### src/rtl/stream_serializer.sv
// Width-down serializer: accepts one OutWidth*Ratio word per handshake and
// emits it as Ratio beats of OutWidth bits, flagging the final beat with last_o.
module stream_serializer #(
  parameter int unsigned OutWidth = 8,
  parameter int unsigned Ratio    = 4,
  parameter bit          MsbFirst = 1'b0
) (
  input  logic                      clk_i,
  input  logic                      rst_ni,
  input  logic                      valid_i,
  output logic                      ready_o,
  input  logic [OutWidth*Ratio-1:0] data_i,
  output logic                      valid_o,
  input  logic                      ready_i,
  output logic [OutWidth-1:0]       data_o,
  output logic                      last_o
);

  localparam int unsigned InWidth = OutWidth * Ratio;
  localparam int unsigned CntW    = (Ratio > 1) ? $clog2(Ratio) : 1;
  localparam logic [CntW-1:0] LastIdx = CntW'(Ratio - 1);

  typedef enum logic {
    EMPTY       = 1'b0,
    SERIALIZING = 1'b1
  } state_e;

  state_e              r_state;
  logic [CntW-1:0]     r_cnt;
  logic [InWidth-1:0]  r_buf;

  logic                w_last;
  logic                w_in_hs;
  logic                w_out_hs;
  logic [CntW-1:0]     w_idx;
  logic [OutWidth-1:0] w_data;

  assign valid_o  = (r_state == SERIALIZING);
  assign w_last   = valid_o && (r_cnt == LastIdx);
  assign last_o   = w_last;
  // ready_i -> ready_o is combinational so a new word loads on the last beat.
  assign ready_o  = !valid_o || (w_last && ready_i);
  assign w_in_hs  = valid_i && ready_o;
  assign w_out_hs = valid_o && ready_i;
  assign w_idx    = MsbFirst ? (LastIdx - r_cnt) : r_cnt;

  // Slice select with constant part-selects; w_idx never exceeds Ratio-1.
  always_comb begin
    w_data = '0;
    for (int k = 0; k < int'(Ratio); k++) begin
      if (w_idx == CntW'(k)) begin
        w_data = r_buf[k*OutWidth +: OutWidth];
      end
    end
  end

  assign data_o = w_data;

  // Input handshake wins over the final output handshake.
  always_ff @(posedge clk_i or negedge rst_ni) begin
    if (!rst_ni) begin
      r_state <= EMPTY;
      r_cnt   <= '0;
      r_buf   <= '0;
    end else if (w_in_hs) begin
      r_state <= SERIALIZING;
      r_cnt   <= '0;
      r_buf   <= data_i;
    end else if (w_out_hs) begin
      if (w_last) begin
        r_state <= EMPTY;
        r_cnt   <= '0;
      end else begin
        r_cnt   <= r_cnt + CntW'(1);
      end
    end
  end

endmodule

### config.mk
export PLATFORM = sky130hd
export DESIGN_NAME = stream_serializer
export DESIGN_NICKNAME = d
export VERILOG_FILES = /design/src/rtl/stream_serializer.sv
export SDC_FILE = /design/constraint.sdc
export NUM_CORES = 1
export LEC_CHECK = 0
export ABC_CLOCK_PERIOD_IN_PS = 3600
export BUFFER_PORTS_ARGS = -buffer_cell sky130_fd_sc_hd__buf_2
export CAP_MARGIN = 40
export CORE_MARGIN = 5
export CORE_UTILIZATION = 30
export DETAILED_ROUTE_END_ITERATION = 7
export SYNTH_ARGS = -nofsm -noshare
export SYNTH_HDL_FRONTEND = slang
export SYNTH_SLANG_ARGS = --single-unit
### constraint.sdc
create_clock -name clk_i -period 3.6 [get_ports clk_i]
set_clock_uncertainty 0.1 [all_clocks]
set_input_delay 0.72 -clock clk_i [delete_from_list [all_inputs] [get_ports clk_i]]
set_output_delay 0.72 -clock clk_i [all_outputs]
set_load 0.05 [all_outputs]
* Yosys cells after proc, flatten, opt, wreduce, memory -nomap -nowiden
Cells that the tools add are included.
Word-level totals: register bits 35
Cells by class: add/sub/neg operators 1, equality and inequality tests 3, muxes and demuxes 10, reduce and logical (&&, ||, !) cells 10
Operators by type and width (count):
- 2-to-1 mux 8 bit | 4
- 2-to-1 mux 2 bit | 3
- equality test 2 bit, second input constant | 2
- logical AND 1 bit | 4
- nonzero test 2 bit | 2
- 2-to-1 mux 1 bit | 3
- adder 2 x 1 -> 2 bit, second input constant | 1
- equality test 2 x 1 -> 1 bit, second input constant | 1
- zero test 2 bit | 1
- AND reduction 2 bit | 1
- zero test 1 bit | 1
- logical OR 1 bit | 1

* Depth between registers and ports, before layout
depth after elaboration 7, depth in mapped cells 6, depth with buffers taken out 5

* Least setup slack after synthesis
No wires, ideal clock.
path type register to output, from reg r_cnt[0], to out data_o[0], data arrival time 1.912 ns, data required time 2.780 ns, setup slack 0.868 ns, stages on the path, launching flop included 6, buffers on the path 1, cells stage by stage dfrtp_1 -> ha_1 -> nand2b_1 -> clkbuf_1 -> o22ai_1 -> a31oi_1
On the way: cells in the longest elaborated chain, start to end 5, elaborated cells between the ends (all ways) 8, classes of those cells eq/ne: 3; mux: 4; reduce/logical: 1
Ends and longest elaborated chain:
- start, declared | RTL line 29 | logic [CntW-1:0] r_cnt;
- start signal, assigned | RTL line 74 | r_cnt <= r_cnt + CntW'(1);
- zero test 2 bit | RTL line 51 | if (w_idx == CntW'(k)) begin
- 2-to-1 mux 8 bit (3 in series) | RTL line 51
- 2-to-1 mux 8 bit (*) | RTL line 51
- end, declared | RTL line 15 | output logic [OutWidth-1:0] data_o,
Mark *: on every way between the ends. The rest lies on a longest branch, timed or not.

* Worst setup path in the final report
from reg r_cnt[0], to out data_o[7]
Same word-level chain as after synthesis.

==> out/metrics.cfg <==
[sta]
grt_setup_unrepaired = no
fmax_ghz = 0.349
final_hold_viol_count = 0
setup_violations = 0
worst-slew-pin-transition_ns = 0.757
setup_ws_ns = 0.735
tns_ns = 0
drv_slew = 0
period_needed_ns = 2.86
maxSlewHeadroom = 0.495
fin_crit_sh = 0.796

[place]
post-dp-hpwl_mm = 2.94
gp_congestion = 0.765
dpl_cell_area_um2 = 2030
port_buffers = 46
place_ws_ns = 1.05

[layout]
nets = 213
insertedDiodeCount = 0
drive_gt1_frac = 0.494
fin_util = 0.361
fill_cells = 571
stdcell_area_um2 = 2110
syn_to_final_growth_pct = 18.8

[drt]
drc = 0
ant_nets = 0
viasPerCell = 4.59
wl_mm = 3.93
wire_per_inst_um = 15.8
num_vias = 1143
drtIter0Drc = 69
first_pass_iters = 4

[die]
die_area_um2 = 7570
ioPinCount = 47
core-area_um2 = 5850
row_count = 28
die_y_um = 87.0
die_x_um = 87.0
start_util = 0.304

[critical_path]
critPathCaptureType = primary output
slowest_delay_ns = 0.42
start_kind = flip-flop
r2r-start = r_cnt[0]
worstReg2RegEnd = r_buf[7]
crit_buf_inv = 1
crit_path_start = r_cnt[0]
reg2reg_setup_slack_ns = 1.55
required_ns = 2.78
cp_num_cells = 5
path_cells = ha_1, nand2b_1, o22ai_1, a31oi_1, buf_2
arrival_ns = 2.04
crit_family = flip-flops
r2r_cells = 4
path_class = flip-flop to primary output
slowest_stage = dfrtp_1
crit_path_end = data_o[7]
critPathMaxFanout = 8

[power_and_ir_drop]
leakage_nw = 1.07
vdd_drop_max_uv = 548
power.density_nw_per_um2 = 1030
total_power_mw = 2.18

[outcome]
status = completed

[synthesis]
synthArstFlopShare = 1.00
syn-num-nets = 166
yosysMostFrequentCell = dfrtp_1
syn_inst = 126
synth-edff-count = 0
ys_types = 23
synth-main-ff-cell = dfrtp_1
synth_seq_area_share = 0.492
netlist_top_cells_count = dfrtp_1 (35), mux2_4 (30), nand2_1 (9), nand3b_1 (9), a31oi_1 (8)
synth_top_area_cell = dfrtp_1
syn-cell-area_um2 = 1780
synth_warnings = 0
yosys-top-cells-area = dfrtp_1 (49%), mux2_4 (25%), nand3b_1 (3.8%)
yosys.area.top_type_share = 0.492
ys_seq_elements = 35
avgSynthCellArea_um2 = 14.1

[clocking]
cts_sinks = 35
ctsResizeCount = 0
clock_path_buffers = 2
clk_latency_ns = 0.28
cts_setup_buffers = 0
cts-buffers-inserted = 5
cts.htree.levels = 2
clk_root_buffer_cell = clkbuf_8
cts_hold_buf = 0
path_clk_slew_ns = 0.06
tritoncts = done

[global_routing]
grt_pass1_vias = 1258
antenna_found_initial = 0
grt_max_degree = 36
grt_overflow = 0
grt_pass1_wl_mm = 6.35
grtUsageTotal = 0.113

[flow_run]
drv_cap = 0

[worst_hold_path]
hold_path.class = input pin to asynchronous set/reset pin

## routing by layer
layer / GRT usage / up-vias / part of all wire
li1: - / 552 / -
met1: 0.139 / 539 / 0.44
met2: 0.177 / 44 / 0.46
met3: 0.0397 / 8 / 0.078
met4: 0.0524 / 0 / 0.023
met5: 0 / - / 0
## worst min path at each step
| stage | start | to | slack, ns | depth (start not counted) |
|---|---|---|---|---|
| finish | rst_ni | r_buf[6] | 0.41 | 1 |
| global route | r_buf[7] | r_buf[7] | 0.43 | 1 |
| CTS | r_buf[7] | r_buf[7] | 0.41 | 1 |
| detailed placement | r_buf[7] | r_buf[7] | 0.40 | 1 |
| global placement | r_buf[3] | r_buf[3] | 0.39 | 1 |
| floorplan | rst_ni | r_buf[0] | 0.32 | 0 |
## kinds of logic after synthesis
group	after synthesis	share of synthesized area
AND/OR/NAND/NOR	26	0.0844
flip-flops	35	0.492
buffers and inverters	9	0.0464
AO/OA/AOI/OAI	19	0.0774
multiplexers	33	0.271
adder cells (fa/ha/maj)	4	0.0281
## cell usage in the layout (no fill, tap or decap), types with 4 or more instances in the layout
master    count
nand2_1       9
mux2_4       30
dfrtp_1      35
o22ai_1       7
buf_2        46
a31oi_1       8
nand3b_1      9
clkbuf_8      5
ha_1          4
## through the flow
| stage | cells | hold slack, ns |
|---|---|---|
| final | 249 | 0.406 |
| after global routing | 249 | 0.426 |
| after CTS | 249 | 0.410 |
| after detailed placement | 241 | 0.395 |
| after global placement | 241 | 0.392 |
| after floorplan | 126 | 0.324 |
## area by class of cell
class,instances,area (um^2),area share
Clock buffer,7,76.3,0.0361
Sequential cell,35,876,0.414
Clock inverter,1,5.00,0.00237
Multi-Input combinational cell,82,821,0.388
Timing Repair Buffer,46,230,0.109
Tap cell,75,93.8,0.0444
Inverter,3,11.3,0.00533
## sequential cells by signal, indices dropped and copies added (netlist names)
register and count:
r_buf 32, r_cnt 2, valid_o 1
## power by group
part	internal, mW	switching [mW]	leakage (nW)
clock network	0.135	0.128	0.0422
logic	0.489	0.713	0.612
registers	0.590	0.130	0.418
No activity file was read; power rests on OpenSTA's default activity.
